`config.mk`:
```
export PLATFORM = sky130hd
export DESIGN_NAME = multicycle_sequencer
export DESIGN_NICKNAME = d
export VERILOG_FILES = /design/src/rtl/multicycle_sequencer.sv
export SDC_FILE = /design/constraint.sdc
export NUM_CORES = 1
export LEC_CHECK = 0
export ABC_AREA = 1
export CAP_MARGIN = 20
export CELL_PAD_IN_SITES_DETAIL_PLACEMENT = 0
export CELL_PAD_IN_SITES_GLOBAL_PLACEMENT = 1
export CORE_UTILIZATION = 36
export CTS_CLUSTER_DIAMETER = 100
export DETAILED_ROUTE_END_ITERATION = 7
export PLACE_DENSITY_LB_ADDON = 0.1
export SLEW_MARGIN = 30
export SYNTH_ARGS = -nofsm -noshare
export SYNTH_HDL_FRONTEND = slang
export SYNTH_SLANG_ARGS = --single-unit
```
`constraint.sdc`:
```
create_clock -name clock -period 2 [get_ports clock]
set_input_delay 0.2 -clock clock [delete_from_list [all_inputs] [get_ports clock]]
set_output_delay 0.2 -clock clock [all_outputs]
set_load 0.03 [all_outputs]
```
`src/rtl/multicycle_sequencer.sv`:
```
// rtl/multicycle_sequencer.sv - multi-cycle fetch/decode/execute control FSM for the 16-bit datapath

module multicycle_sequencer #(
  parameter int PC_W        = 8,
  parameter int MEM_TIMEOUT = 15
) (
  input  logic            clock,
  input  logic            reset,
  input  logic            start,
  input  logic [PC_W-1:0] prog_len,
  output logic [PC_W-1:0] instr_addr,
  input  logic [15:0]     instr_data,
  output logic [3:0]      rf_addr_a,
  output logic [3:0]      rf_addr_b,
  input  logic [15:0]     rf_data_a,
  input  logic [15:0]     rf_data_b,
  output logic            rf_wr_en,
  output logic [3:0]      rf_wr_addr,
  output logic            rf_wr_sel,
  output logic [3:0]      alu_op,
  output logic            mem_req,
  output logic            mem_we,
  output logic [3:0]      mem_offset,
  input  logic            mem_ack,
  output logic            busy,
  output logic            done,
  output logic            error
);

  // Wait counter only needs to reach MEM_TIMEOUT-1 before the timeout fires.
  localparam int CNT_W = (MEM_TIMEOUT > 1) ? $clog2(MEM_TIMEOUT) : 1;

  localparam logic [3:0] OP_AND  = 4'd0;
  localparam logic [3:0] OP_OR   = 4'd1;
  localparam logic [3:0] OP_ADD  = 4'd2;
  localparam logic [3:0] OP_SUB  = 4'd6;
  localparam logic [3:0] OP_SLT  = 4'd7;
  localparam logic [3:0] OP_LW   = 4'd8;
  localparam logic [3:0] OP_SW   = 4'd10;
  localparam logic [3:0] OP_BNE  = 4'd14;
  localparam logic [3:0] OP_JUMP = 4'd15;

  typedef enum logic [2:0] {
    S_IDLE,
    S_FETCH,
    S_DECODE,
    S_EXEC,
    S_MEM,
    S_WB,
    S_HALT
  } state_t;

  state_t          state;
  logic [PC_W-1:0] pc;
  logic [15:0]     ir;
  logic [CNT_W-1:0] wait_cnt;

  logic [3:0]      opcode;
  logic [PC_W-1:0] jump_ofs;
  logic [PC_W-1:0] bne_ofs;
  logic [PC_W-1:0] pc_next_seq;

  // Branch/jump offsets are sign-extended and wrap modulo 2^PC_W.
  assign opcode      = ir[3:0];
  assign jump_ofs    = PC_W'({{20{ir[15]}}, ir[15:4]});
  assign bne_ofs     = PC_W'({{28{ir[15]}}, ir[15:12]});
  assign pc_next_seq = pc + PC_W'(1);

  // Register read addresses follow ir, so they settle in DECODE and hold until the next fetch.
  assign instr_addr = pc;
  assign rf_addr_a  = ir[11:8];
  assign rf_addr_b  = ir[7:4];

  // Sequencer: every control output is registered with the state it belongs to.
  always_ff @(posedge clock or posedge reset) begin
    if (reset) begin
      state      <= S_IDLE;
      pc         <= '0;
      ir         <= '0;
      wait_cnt   <= '0;
      rf_wr_en   <= 1'b0;
      rf_wr_addr <= '0;
      rf_wr_sel  <= 1'b0;
      alu_op     <= '0;
      mem_req    <= 1'b0;
      mem_we     <= 1'b0;
      mem_offset <= '0;
      busy       <= 1'b0;
      done       <= 1'b0;
      error      <= 1'b0;
    end else begin
      rf_wr_en   <= 1'b0;
      rf_wr_addr <= '0;
      rf_wr_sel  <= 1'b0;
      alu_op     <= '0;
      mem_req    <= 1'b0;
      mem_we     <= 1'b0;
      mem_offset <= '0;
      busy       <= 1'b1;
      done       <= 1'b0;
      error      <= 1'b0;

      case (state)
        S_IDLE: begin
          if (start) begin
            pc    <= '0;
            state <= S_FETCH;
          end else begin
            busy <= 1'b0;
          end
        end

        S_FETCH: begin
          if (pc >= prog_len) begin
            busy  <= 1'b0;
            done  <= 1'b1;
            state <= S_HALT;
          end else begin
            ir    <= instr_data;
            state <= S_DECODE;
          end
        end

        S_DECODE: begin
          case (opcode)
            OP_AND, OP_OR, OP_ADD, OP_SUB, OP_SLT: begin
              alu_op <= opcode;
              state  <= S_EXEC;
            end
            OP_BNE: begin
              state <= S_EXEC;
            end
            OP_LW, OP_SW: begin
              mem_req    <= 1'b1;
              mem_we     <= (opcode == OP_SW);
              mem_offset <= ir[15:12];
              wait_cnt   <= '0;
              state      <= S_MEM;
            end
            OP_JUMP: begin
              pc    <= pc + jump_ofs;
              state <= S_FETCH;
            end
            default: begin
              busy  <= 1'b0;
              error <= 1'b1;
              state <= S_HALT;
            end
          endcase
        end

        S_EXEC: begin
          if (opcode == OP_BNE) begin
            pc    <= (rf_data_a != rf_data_b) ? (pc + bne_ofs) : pc_next_seq;
            state <= S_FETCH;
          end else begin
            rf_wr_en   <= 1'b1;
            rf_wr_addr <= ir[15:12];
            rf_wr_sel  <= 1'b0;
            state      <= S_WB;
          end
        end

        S_MEM: begin
          if (mem_ack) begin
            if (opcode == OP_SW) begin
              pc    <= pc_next_seq;
              state <= S_FETCH;
            end else begin
              rf_wr_en   <= 1'b1;
              rf_wr_addr <= ir[11:8];
              rf_wr_sel  <= 1'b1;
              state      <= S_WB;
            end
          end else if (wait_cnt == CNT_W'(MEM_TIMEOUT - 1)) begin
            busy  <= 1'b0;
            error <= 1'b1;
            state <= S_HALT;
          end else begin
            wait_cnt   <= wait_cnt + CNT_W'(1);
            mem_req    <= 1'b1;
            mem_we     <= (opcode == OP_SW);
            mem_offset <= ir[15:12];
          end
        end

        S_WB: begin
          pc    <= pc_next_seq;
          state <= S_FETCH;
        end

        S_HALT: begin
          if (start) begin
            pc    <= '0;
            state <= S_FETCH;
          end else begin
            busy  <= 1'b0;
            done  <= done;
            error <= error;
          end
        end

        default: begin
          busy  <= 1'b0;
          state <= S_IDLE;
        end
      endcase
    end
  end

endmodule
```
## After elaboration in Yosys (flattened, before gate mapping)

Index checks and enable logic that the tools add are counted.

- Order comparisons: 1
- Reductions and logical operators: 14
- Equality and inequality tests: 26
- Bitwise gates (word level): 1
- Muxes and demuxes: 54
- Add/sub/neg operators: 4

Operators with widths:

| cell | number |
|---|---|
| 2-to-1 mux 8 bit | 6 |
| 2-to-1 mux 4 bit | 11 |
| case mux 8 bit (5 select lines) | 1 |
| case mux 4 bit (2 select lines) | 3 |
| == test 4 bit (second input constant) | 5 |
| 2-to-1 mux 1 bit | 19 |
| 2-to-1 mux 3 bit | 6 |
| case mux 3 bit (6 select lines) | 1 |
| adder 8 bit | 2 |
| != test 16 bit | 1 |
| != test 2 bit (second input constant) | 8 |
| == test 3 bit (second input constant) | 3 |
| case mux 3 bit (3 select lines) | 1 |
| OR reduction 9 bit | 1 |
| adder 8 x 1 -> 8 bit (second input constant) | 1 |
| == test 4 x 3 -> 1 bit (second input constant) | 2 |
| >= comparator 8 bit | 1 |
| case mux 1 bit (2 select lines) | 4 |
| == test 3 x 2 -> 1 bit (second input constant) | 2 |
| AND reduction 6 bit | 1 |
| OR reduction 2 bit | 3 |
| OR reduction 6 bit | 1 |
| case mux 1 bit (5 select lines) | 1 |
| nonzero test 5 bit | 1 |
| 14 further kinds | 15 |

- Bits of input ports: 60
- Logic and storage cells: 114
- Bits in registers: 50

## Logic depth before layout (Yosys ltp)

- Word-level depth: 4
- Gate-level depth with buffers: 14
- Mapped depth without buffers: 14

## Least setup slack after synthesis

No wires, ideal clock.

- Path kind: flip-flop to flip-flop
- Start point: register pc[1], in the netlist instr_addr[1]
- End point: register pc[4], in the netlist instr_addr[4]
- Clock period less this slack: 1.991 ns
- Required time: 1.882 ns
- Cell stages (with the launch flop): 8
- Slack: 0.009 ns
- Data arrival time: 1.874 ns
- Cell sequence: dfrtp_1 -> inv_1 -> fa_1 -> o31ai_1 -> xor2_1 -> a21oi_2 -> nand2_1 -> nand2_1

- Longest elaborated chain between the ends: 4
- Elaborated cells on any way between the ends: 9

RTL lines:

| item | RTL line | text |
|---|---|---|
| start: declaration | 54 | `logic [PC_W-1:0] pc;` |
| start signal: assignment | 141 | `pc <= pc + jump_ofs;` |
| start signal: assignment | 154 | `pc <= (rf_data_a != rf_data_b) ? (pc + bne_ofs) : pc_next_seq;` |
| start signal: assignment | 167 | `pc <= pc_next_seq;` |
| adder 8 x 1 -> 8 bit or adder 8 bit (tied branches) | 67, 154 |  |
| 2-to-1 mux 8 bit (on tied branches) | 166, 154 |  |
| 2-to-1 mux 8 bit (on tied branches) | 165, 153 |  |
| case mux 8 bit (5 select lines) * | 103 | `case (state)` |

Every way passes the cells marked *; elsewhere a longest branch is shown, timed or not. The select of a mux whose other input is x is not followed.
A chain may end at the register's enable or synchronous reset.

## Worst setup path in the final report

- Start point: register pc[3], in the netlist instr_addr[3]
- End point: register ir[11]

- Longest elaborated chain between the ends: 3

RTL lines:

| item | RTL line | text |
|---|---|---|
| >= comparator 8 bit | 114 | `if (pc >= prog_len) begin` |
| NOT 1 bit (no source line) | -- |  |
| AND reduction 2 bit (no source line) | -- |  |
| end signal: assignment | 119 | `ir <= instr_data;` |
| end: declaration | 55 | `logic [15:0] ir;` |

Every way passes these cells.

==> impl_results.md <==
* Post-synthesis cell type count at 47
* Clk buf depth at 2
* EDFF count, synth at 0
* Root buf cell: clkbuf_8
* H-tree depth at 2
* DR vias/cell at 4.692
* Worst Clk Skew at 9.332 ps
* Most frequent cell after synthesis: nand2_1
* Detail Route Antenna Nets at 0
* P_leak at 0.002726 uW
* All-Layer GR Usage at 19.93%
* GRT overflow at 0
* CTS buffer count at 5
* Post-CTS Hold Buffers at 0
* Die height at 105.1 um
* Req. time, crit path at 2250 ps
* Final Hold Viols at 0
* Vias in the first global route at 3631
* Io pins at 95
* Hold WS at 242.2 ps
* Maximum vdd drop at 0.7912 mV
* Core area at 10320 sq um
* Clock Latency Late Sink at 310 ps
* Synth top cells by count: 114 x nand2_1, 76 x inv_1, 60 x nor2_1
* Main synth FF type: dfrtp_1
* #FFs+latches synth at 50
* Net count, final at 738
* Port bufs at 94
* Slew Limit Fails at 0
* Syn Std Cell Area at 3829 sq um
* Maxcap violations at 0
* Final WL at 10.68 mm
* Post-synthesis net count at 605
* RSZ-0062 raised after global routing: yes
* Fillcell total at 989
* DIE AREA at 11050 sq um
* Startpoint types: register
* 1st-pass router iterations at 5
* Fin util at 52.31%
* Worst min path class: in2async
* Finish-stage setup viols at 0
* Diodes inserted at 0
* Max Clk Rate at 516.9 MHz
* Yosys top cell by area: dfrtp_1
* Routability cong. at 0.8475
* Status: complete, no violations
* Post-synth ARST share at 100.0%
* Most area-consuming cells after synthesis: dfrtp_1 33%, nand2_1 11%, ha_1 8.2%
* Largest net degree at the start of global routing at 51
* Register area share after synthesis at 32.68%
* Setup TNS Final at 0 ps
* Clk sinks at 50
* Starting Density at 37.09%
* Die W at 105.1 um
* Critical Path AT at 2190 ps
* Yosys top cell area share at 32.68%
* Tmin final at 1935 ps
* First-pass GRT wire length at 17.48 mm
* Tot Pwr at 8401 uW
* Final Cycle Share at 96.74%
* Setup crit end kind: register
* Detailed Route Iter0 Violations at 181
* Share of cells above drive strength 1 at 19.38%
* CTS clk-pin slew, worst paths at 100 ps
* Gate Count Post-Synth at 517
* Synth warnings at 0
* CP max FO at 7
* Antenna violations before repair at 0
* CTS tree: built
* Mean area per synthesized cell at 7.406 sq um
* Standard-cell rows at 37
* P&R area growth vs syn at 41.05%
* Routed len/inst at 13.58 um
* PwrDens at 1556 nW/um^2
* Total number of vias at 3688
* DRC at 0
* Worst setup path class: reg2reg
* DP HPWL at 8.395 mm
==> per-layer routing <==
layer / share of wire, % / GRT usage (%) / wire length, um / up-vias
met3: 5.1 / 3.119 / 549 / 12
met2: 46 / 33.49 / 4905 / 103
li1: - / - / - / 1919
met1: 48 / 26.91 / 5084 / 1654
met4: 1.3 / 4.427 / 137 / 0
met5: 0 / 0 / 0 / -
==> sequential cells by signal, indices dropped and copies added, names as in the netlist <==
| signal | cells |
|---|---|
| rf_wr_en | 1 |
| done | 1 |
| alu_op | 4 |
| rf_wr_addr | 4 |
| state | 3 |
| rf_wr_sel | 1 |
| mem_offset | 4 |
| error | 1 |
| mem_we | 1 |
| busy | 1 |
| instr_addr | 8 |
| mem_req | 1 |
| wait_cnt | 4 |
| ir | 16 |
==> worst paths after layout <==
path / startpoint / endpoint / slack, ps / cells past startpoint
max: instr_addr[3] / ir[11] / 70 / 9
min: reset / rf_wr_addr[2] / 240 / 3
min reg2reg: done / done / 490 / 2
max in group asynchronous: reset / state[1] / 1490 / 3
min in group clock: instr_data[1] / ir[1] / 470 / 3
max reg2reg: instr_addr[3] / ir[11] / 70 / 9
==> cells in the final DEF, fill, tap and decap left out, types with 11 or more instances in the layout <==
cell             count
nand2_1            113
clkdlybuf4s50_1     94
inv_1               74
nor2_1              60
dfrtp_1             43
buf_4               40
nand3_1             31
ha_1                22
a21oi_1             20
a21oi_2             18
inv_2               11
nand4_1             11
==> cell families (layout without fill, tap and decap cells) <==
family,Yosys count,after routing,share of synthesized area (%)
adder cells (fa/ha/maj),28,28,9.739
other,1,1,0.09795
buffers and inverters,101,234,11.40
AO/OA/AOI/OAI,70,70,11.93
multiplexers,3,3,1.078
AND/OR/NAND/NOR,251,251,30.10
XOR/XNOR,13,13,2.974
flip-flops,50,50,32.68
==> worst max-delay path, cell delays in order (launching register included) <==
cell	delay [ps]
dfrtp_2	480
ha_1	310
a21oi_1	120
o21ai_1	70
nand2_1	70
nand4_1	210
buf_4	220
clkbuf_16	150
buf_4	130
a21oi_2	110
==> stage by stage <==
step           cell area [sq um]  std cells  worst slack, ps
6_report                    5400        786            65.22
5_1_grt                     5400        786           -16.87
2_1_floorplan               3829        517            8.845
3_5_place_dp                5121        768           -139.3
3_3_place_gp                5121        768           -71.13
4_1_cts                     5207        775            19.38
==> final cells by class <==
cell class                 count  area (sq um)  area share (%)
multi-input combinational    366          2213           40.99
timing repair buffer         140          1340           24.81
sequential                    50          1260           23.33
inverter                      87         330.3           6.117
tap                          136         170.2           3.151
clock buffer                   5         68.82           1.274
clock inverter                 2         17.52          0.3244
==> where the power goes <==
part / internal, uW / total (uW) / leakage, uW / switching (uW)
Sequential: 1390 / 1820 / 0.000617 / 426
Clock: 250 / 617 / 0.0000450 / 367
Combinational: 2630 / 5970 / 0.00206 / 3340
Total: 4270 / 8400 / 0.00273 / 4130
==> repair_timing <==
item                                   4_1_cts  5_1_grt
gates resized for setup                      0       23
setup buffers                                0       10
setup endpoints to repair                    0       19
endpoints found under the hold margin        0        0
Power figures use the tool's default switching activity.
